--- config.mk ---
export PLATFORM = sky130hd
export DESIGN_NAME = uart_transmitter
export DESIGN_NICKNAME = d
export VERILOG_FILES = /design/src/rtl/uart_pkg.sv /design/src/rtl/uart_bit_timer.sv /design/src/rtl/uart_transmitter.sv
export SDC_FILE = /design/constraint.sdc
export NUM_CORES = 1
export LEC_CHECK = 0
export CAP_MARGIN = 20
export CORE_MARGIN = 2
export CORE_UTILIZATION = 52
export CTS_CLUSTER_SIZE = 30
export DETAILED_ROUTE_END_ITERATION = 10
export GPL_ROUTABILITY_DRIVEN = 0
export PLACE_DENSITY_LB_ADDON = 0.08
export SKIP_CTS_REPAIR_TIMING = 1
export SYNTH_ARGS = -nofsm -noshare
export SYNTH_HDL_FRONTEND = slang
export SYNTH_SLANG_ARGS = --single-unit
--- constraint.sdc ---
create_clock -name clk -period 2.3 [get_ports clk]
set_input_delay 0.345 -clock clk [delete_from_list [all_inputs] [get_ports clk]]
set_output_delay 0.345 -clock clk [all_outputs]
set_load 0.1 [all_outputs]
--- src/rtl/uart_pkg.sv ---
// Shared UART definitions used by both the transmitter and the receiver.
package uart_pkg;

  typedef enum logic [1:0] {
    IDLE      = 2'd0,
    START_BIT = 2'd1,
    DATA_BITS = 2'd2,
    STOP_BIT  = 2'd3
  } uart_state_t;

  localparam int unsigned UART_FULL_BIT  = 21812;
  localparam int unsigned UART_HALF_BIT  = 10906;
  localparam int unsigned UART_DATA_BITS = 8;
  localparam int unsigned UART_CNT_W     = 16;
  localparam int unsigned UART_IDX_W     = 4;

endpackage : uart_pkg

--- src/rtl/uart_bit_timer.sv ---
// Bit-period counter: counts 0..BIT_CYCLES-1 while running, held at 0 otherwise.
module uart_bit_timer
  import uart_pkg::*;
#(
  parameter int unsigned BIT_CYCLES = UART_FULL_BIT
) (
  input  logic clk,
  input  logic i_reset_n,
  input  logic i_run,
  output logic o_bit_end
);

  localparam logic [UART_CNT_W-1:0] LAST_COUNT = UART_CNT_W'(BIT_CYCLES - 1);

  logic [UART_CNT_W-1:0] r_count;

  assign o_bit_end = (r_count == LAST_COUNT);

  always_ff @(posedge clk or negedge i_reset_n) begin
    if (!i_reset_n) begin
      r_count <= '0;
    end else if (!i_run || o_bit_end) begin
      r_count <= '0;
    end else begin
      r_count <= r_count + UART_CNT_W'(1);
    end
  end

  a_count_in_range : assert property (@(posedge clk) disable iff (!i_reset_n)
    r_count <= LAST_COUNT);

endmodule : uart_bit_timer

--- src/rtl/uart_transmitter.sv ---
// 8N1 UART serializer with a one-entry holding register for gapless back-to-back frames.
module uart_transmitter
  import uart_pkg::*;
#(
  parameter int unsigned BIT_CYCLES = UART_FULL_BIT
) (
  input  logic                      clk,
  input  logic                      i_reset_n,
  input  logic [0:UART_DATA_BITS-1] i_data,
  input  logic                      i_valid,
  output logic                      o_ready,
  output logic                      o_tx,
  output logic                      o_busy,
  output logic                      o_done
);

  localparam logic [UART_IDX_W-1:0] LAST_IDX = UART_IDX_W'(UART_DATA_BITS - 1);

  uart_state_t                 r_state;
  uart_state_t                 state_next;
  logic [0:UART_DATA_BITS-1]   r_hold;
  logic                        r_hold_full;
  logic [0:UART_DATA_BITS-1]   r_shift;
  logic [UART_IDX_W-1:0]       r_bit_idx;
  logic [UART_IDX_W-1:0]       bit_idx_next;
  logic                        r_tx;
  logic                        r_busy;
  logic                        bit_end;
  logic                        accept_c;
  logic                        load_c;
  logic                        done_c;
  logic                        tx_next;

  uart_bit_timer #(
    .BIT_CYCLES (BIT_CYCLES)
  ) u_bit_timer (
    .clk       (clk),
    .i_reset_n (i_reset_n),
    .i_run     (r_state != IDLE),
    .o_bit_end (bit_end)
  );

  assign accept_c = i_valid && !r_hold_full;
  assign o_ready  = !r_hold_full;
  assign o_tx     = r_tx;
  assign o_busy   = r_busy;
  assign o_done   = done_c;

  // Shifter state register
  always_ff @(posedge clk or negedge i_reset_n) begin
    if (!i_reset_n) begin
      r_state <= IDLE;
    end else begin
      r_state <= state_next;
    end
  end

  // Next-state, shifter load and line value for the coming cycle
  always_comb begin
    state_next   = r_state;
    bit_idx_next = r_bit_idx;
    load_c       = 1'b0;
    done_c       = 1'b0;
    tx_next      = 1'b1;
    case (r_state)
      IDLE: begin
        if (r_hold_full) begin
          state_next   = START_BIT;
          load_c       = 1'b1;
          bit_idx_next = '0;
        end
      end
      START_BIT: begin
        tx_next = 1'b0;
        if (bit_end) begin
          state_next   = DATA_BITS;
          bit_idx_next = '0;
        end
      end
      DATA_BITS: begin
        tx_next = r_shift[r_bit_idx[2:0]];
        if (bit_end) begin
          if (r_bit_idx == LAST_IDX) begin
            state_next = STOP_BIT;
          end else begin
            bit_idx_next = r_bit_idx + UART_IDX_W'(1);
          end
        end
      end
      STOP_BIT: begin
        if (bit_end) begin
          done_c = 1'b1;
          if (r_hold_full) begin
            state_next   = START_BIT;
            load_c       = 1'b1;
            bit_idx_next = '0;
          end else begin
            state_next = IDLE;
          end
        end
      end
      default: begin
        state_next = IDLE;
      end
    endcase
  end

  // Holding register, shift register, bit index and registered line outputs
  always_ff @(posedge clk or negedge i_reset_n) begin
    if (!i_reset_n) begin
      r_hold      <= '0;
      r_hold_full <= 1'b0;
      r_shift     <= '0;
      r_bit_idx   <= '0;
      r_tx        <= 1'b1;
      r_busy      <= 1'b0;
    end else begin
      if (accept_c) begin
        r_hold      <= i_data;
        r_hold_full <= 1'b1;
      end else if (load_c) begin
        r_hold_full <= 1'b0;
      end
      if (load_c) begin
        r_shift <= r_hold;
      end
      r_bit_idx <= bit_idx_next;
      r_tx      <= tx_next;
      r_busy    <= (state_next != IDLE);
    end
  end

  // A load only happens with the holding register full, so no handshake can coincide
  a_no_accept_on_load : assert property (@(posedge clk) disable iff (!i_reset_n)
    !(accept_c && load_c));

endmodule : uart_transmitter

Yosys cells after proc, flatten, opt, wreduce, memory -nomap -nowiden
Index checks and enable logic that the tools add are counted.
- register bits: 41
- bits of input ports: 11
- output and inout port bits: 4
- logic and storage cells: 55
- muxes and demuxes: 25
- eq/ne operators: 9
- reductions and logical operators: 9
- $lt $le $gt $ge: 1
- add/subtract/negate cells: 2
- bitwise gates (word level): 1
- operators by type and width (operator ; count):
    $mux 4 ; 5
    $add 16x1->16 const B ; 1
    $eq 16x15->1 const B ; 1
    $mux 16 ; 1
    $pmux 4 s4 ; 1
    $mux 2 ; 5
    $mux 1 ; 9
    $pmux 2 s4 ; 1
    $ne 2x1->1 const B ; 3
    $reduce_bool 2->1 ; 3
    $add 4x1->4 const B ; 1
    $eq 2x2->1 const B ; 2
    $eq 4x3->1 const B ; 1
    $ge 4x4->1 const B ; 1
    $not 3->4 ; 1
    $pmux 1 s2 ; 2
    $reduce_and 4->1 ; 1
    $bmux 1 s3 ; 1
    $eq 2x1->1 const B ; 1
    $logic_not 1->1 ; 2
    $logic_not 2->1 ; 1
    $ne 2x2->1 const B ; 1
    $logic_and 1x1->1 ; 1
    $logic_or 1x1->1 ; 1

Longest topological paths before layout
- word-level depth: 5
- depth in mapped cells: 8
- gate-level depth less buffers: 7

By module
A second synthesis with hierarchy kept.
- cell total of the unflattened synthesis: 174
- area, all modules: 2055.7 um^2
- modules (own cells, without submodules) (module ; cells an instance ; instances ; sequential area each (um^2) ; area each (um^2)):
    uart_transmitter ; 95 ; 1 ; 626.9 ; 1214.9
    uart_bit_timer ; 79 ; 1 ; 400.4 ; 840.8

Worst setup path before layout
No wires, ideal clock.
- path type: register to output
- start: register u_bit_timer.r_count[6]
- end: output port o_done
- required time: 1.955 ns
- arrival time: 2.092 ns
- buffers on the path: 0
- slack: -0.137 ns
- cell stages (with the launch flop): 4
- cell sequence: dfrtp_1 or4b_4 nor4_4 and2_1
- cells in the longest elaborated chain, start to end: 3
- ends and longest elaborated chain (element ; RTL line ; RTL):
    start: declaration ; uart_bit_timer.sv:15 ; logic [UART_CNT_W-1:0] r_count;
    start signal: assignment ; uart_bit_timer.sv:25 ; r_count <= r_count + UART_CNT_W'(1);
    $eq 16x15->1 ; uart_bit_timer.sv:17 ; assign o_bit_end = (r_count == LAST_COUNT);
    $mux 1 ; uart_transmitter.sv:91 ; if (bit_end) begin
    $mux 1 ; uart_transmitter.sv:65 ; case (r_state)
    end: declaration ; uart_transmitter.sv:14 ; output logic o_done
Every way passes these cells.

Worst setup path in the final report
- start: register u_bit_timer.r_count[3]
- end: output port o_done
Same word-level chain as after synthesis.

==> metrics.md <==
| Metric | Value |
|---|---|
| Critical Path Max Stage Delay | `approximately 0.56 ns` |
| Critical setup path kind | `flop to primary output` |
| Number of buffers created by CTS | `5` |
| Ys async rst share | `100%` |
| Final Max Slew Viols | `0` |
| RSZ-0062 raised after global routing | `yes` |
| DR iter-0 viols | `approximately 60` |
| Post-layout min period | `approximately 2.4 ns` |
| Fmax | `~0.42 GHz` |
| Hold path depth | `1` |
| Crit-path leading delay family | `simple AND/OR/NAND/NOR gates` |
| # nets final | `approximately 230` |
| Initial Utilization | `54.6%` |
| Area post-placement | `roughly 2300 sq um` |
| Synth Register Bits | `41` |
| Area Overhead vs Synth | `22.9%` |
| Pre-Repair DR Iteration Count | `4` |
| CTS Sinks | `between 40 and 50` |
| Routed Antenna Nets | `0` |
| Synth warn | `0` |
| Fill cells | `295` |
| Max_cap viols | `0` |
| Outcome | `finished, violations left` |
| Worst r2r path cells | `7` |
| Skew final | `between 0.006 and 0.007 ns` |
| Drt total wl | `3710 microns` |
| Total GRT Usage | `18.6%` |
| Largest net degree at the start of global routing | `27` |
| Relative slew slack | `between 70% and 80%` |
| Gate power share | `around 39%` |
| Ant diodes | `0` |
| Power, Total | `roughly 2.7 mW` |
| Final Util | `67.1%` |
| Syn Inst Count | `~180` |
| Avg WL per Cell | `roughly 15 microns` |
| Port-buffer cells | `14` |
| Worst hold start | `u_bit_timer.r_count[0]$_DFF_PN0_` |
| Critical path peak fanout | `5` |
| Reg2Reg Setup Slack | `-0.04 ns` |
| Post-synth EDFFs | `0` |
| Core ar. | `3720 sq um` |
| CTS Buffer Depth | `2` |
| Cell variety after synth | `between 40 and 50` |
| Mapped Avg Cell Area | `about 12 sq um` |
| Worst Hold Endpoint | `u_bit_timer.r_count[0]$_DFF_PN0_` |
| Crit. End Element | `primary output` |
| Pre-CTS setup slack | `-0.0137 ns` |
| CTS tree | `done` |
| Worst setup startpoint | `u_bit_timer.r_count[3]$_DFF_PN0_` |
| Buffer and inverter count on the worst path | `1` |
| Worst r2r src | `u_bit_timer.r_count[3]$_DFF_PN0_` |
| CTS root buffer | `clkbuf_8` |
| Seq pwr share | `about two fifths` |
| Fin worst setup slack | `-0.0815 ns` |
| Critical Path RT | `between 1.5 and 2 ns` |
| Net Sw Frac | `roughly 34%` |
| Switching power | `911 uW` |
| IO Pins | `15` |
| Crit-path slowest cell | `or4b_4` |
| Clock share of power | `a little over a fifth` |
| Worst EP arrival | `2.04 ns` |
| Hold Violations, Final | `0` |
| Horiz. Die Dim | `approximately 66 microns` |
| Via/cell ratio | `5.34` |
| H-tree levels | `2` |
| FF-to-FF End | `r_shift[6]$_DFFE_PN0P_` |
| Final setup fails | `10` |
| Initial antenna violation count | `0` |
| Final HPWL DP | `2640 microns` |
| First-pass GRT wire length | `roughly 6100 microns` |
| Peak supply drop | `a little over 0.6 mV` |
| FP Rows | `22` |
| Vias in the first global route | `1308` |
| Die Ht | `~66 microns` |
| Hold Path Class | `flop to flop` |
| PwrDens | `approximately 1100 nW/um^2` |
| Register area share after synthesis | `50.6%` |
| Slew @ Worst Pin | `0.341 ns` |
| Post-synth net total | `between 150 and 200` |
| DRC | `0` |
| Worst-Skew Late Latency | `approximately 0.29 ns` |
| Reg clk slew, reported paths | `roughly 0.08 ns` |
| Crit-path cells | `or4b_4, nor4_4, and2_4, buf_12` |
| Die area | `roughly 4400 sq um` |
| Synthesized area | `2030 sq um` |
| CP Launch Type | `flop` |
| P_leak | `1.11 nW` |
| Ys flop type | `dfrtp_1` |
| Vias | `roughly 1400` |
| Internal power component | `1.78 mW` |
| GRT overflow | `0` |
| Tcrit/Tclk final | `104%` |
| Share of layout cells above drive strength 1 | `25.5%` |
| Failing checks | `setup timing` |
| Post-route cell area | `approximately 2500 sq um` |
per-layer routing:
metal	GRT usage [%]	up-vias	part of all wire, %
li1	-	667	-
met1	25.2	677	47
met2	29.8	18	49
met3	4.56	5	2.7
met4	5.36	0	0.78
met5	0	-	0
cells in the final DEF (no fill, tap or decap), drive strengths merged, types with 5 or more instances in the layout:
master / instances
clkdlybuf4s50: 9
inv: 8
nand2: 9
xnor2: 7
xor2: 6
ha: 7
dfrtp: 40
buf: 18
clkbuf: 7
and2: 5
mux2: 17
nand3: 5
nor2: 24
how the worst max path moves through the flow:
stage,slack [ns],endpoint,depth (start not counted)
finish,-0.08,o_done,4
global route,-0.13,o_done,4
CTS,-0.07,o_done,4
detailed placement,-0.01,o_busy$_DFF_PN0_,5
global placement,0.06,o_busy$_DFF_PN0_,5
floorplan,0.07,o_busy$_DFF_PN0_,6
logic make-up after synthesis:
family	count (synthesis)	share of synthesized area [%]
AOI/OAI and AO/OA	14	4.94
muxes	23	13.6
buffers and inverters	12	2.53
DFF	41	50.6
and+or+nand+nor	66	18.3
xor gates and xnor gates	13	5.61
adders and majority gates	7	4.32
cell type report:
type                       count  area, sq um  area share (%)
timing repair buffer          28          270            10.8
multi-input combinational    123          990            39.7
tap                           48         60.1            2.41
inverter                       8         30.0            1.20
clock buffer                   7         86.3            3.46
clock inverter                 1         30.0            1.20
sequential                    41         1030            41.2
power groups by stage:
stage / sequential [mW] / combinational [mW] / clock, mW
2_1_floorplan: 1.15 / 0.598 / 0
3_3_place_gp: 1.05 / 0.941 / 0
3_5_place_dp: 1.06 / 0.979 / 0
4_1_cts: 1.05 / 0.984 / 0.601
5_1_grt: 1.08 / 1.13 / 0.636
6_report: 1.05 / 1.06 / 0.585
sequential cells by signal, summed over array words and instances, names as in the netlist:
| signal | flops |
|---|---|
| o_tx | 1 |
| u_bit_timer.r_count | 16 |
| r_state | 2 |
| r_shift | 8 |
| o_busy | 1 |
| r_hold_full | 1 |
| r_hold | 8 |
| r_bit_idx | 4 |
metrics by stage:
step / hold WS [ns] / setup TNS [ns] / cells
3_3_place_gp: 0.264 / 0 / 242
3_5_place_dp: 0.269 / -0.0137 / 242
5_1_grt: 0.524 / -1.06 / 256
4_1_cts: -0.0457 / -0.109 / 250
2_1_floorplan: 0.0494 / 0 / 176
6_report: 0.473 / -0.317 / 256
synthesized netlist by cell type (3+ instances only):
master	instances	area (sq um)
dfrtp_1	40	1000
nor2_1	24	90.1
mux2_2	17	191
nand2_1	9	33.8
inv_1	8	30.0
ha_1	7	87.6
xnor2_1	7	61.3
xor2_1	6	52.6
and2_1	5	31.3
nand3_1	5	25.0
mux2i_1	4	40.0
o21ai_0	4	20.0
nor3_1	3	15.0
worst register-to-register path: stages, from the launching register on:
cell	delay, ns
dfrtp_1	0.39
or4b_4	0.56
nor4_4	0.40
buf_4	0.18
a21oi_2	0.06
nor3_4	0.15
buf_12	0.16
mux2_4	0.30
No activity file was read; power rests on OpenSTA's default activity.
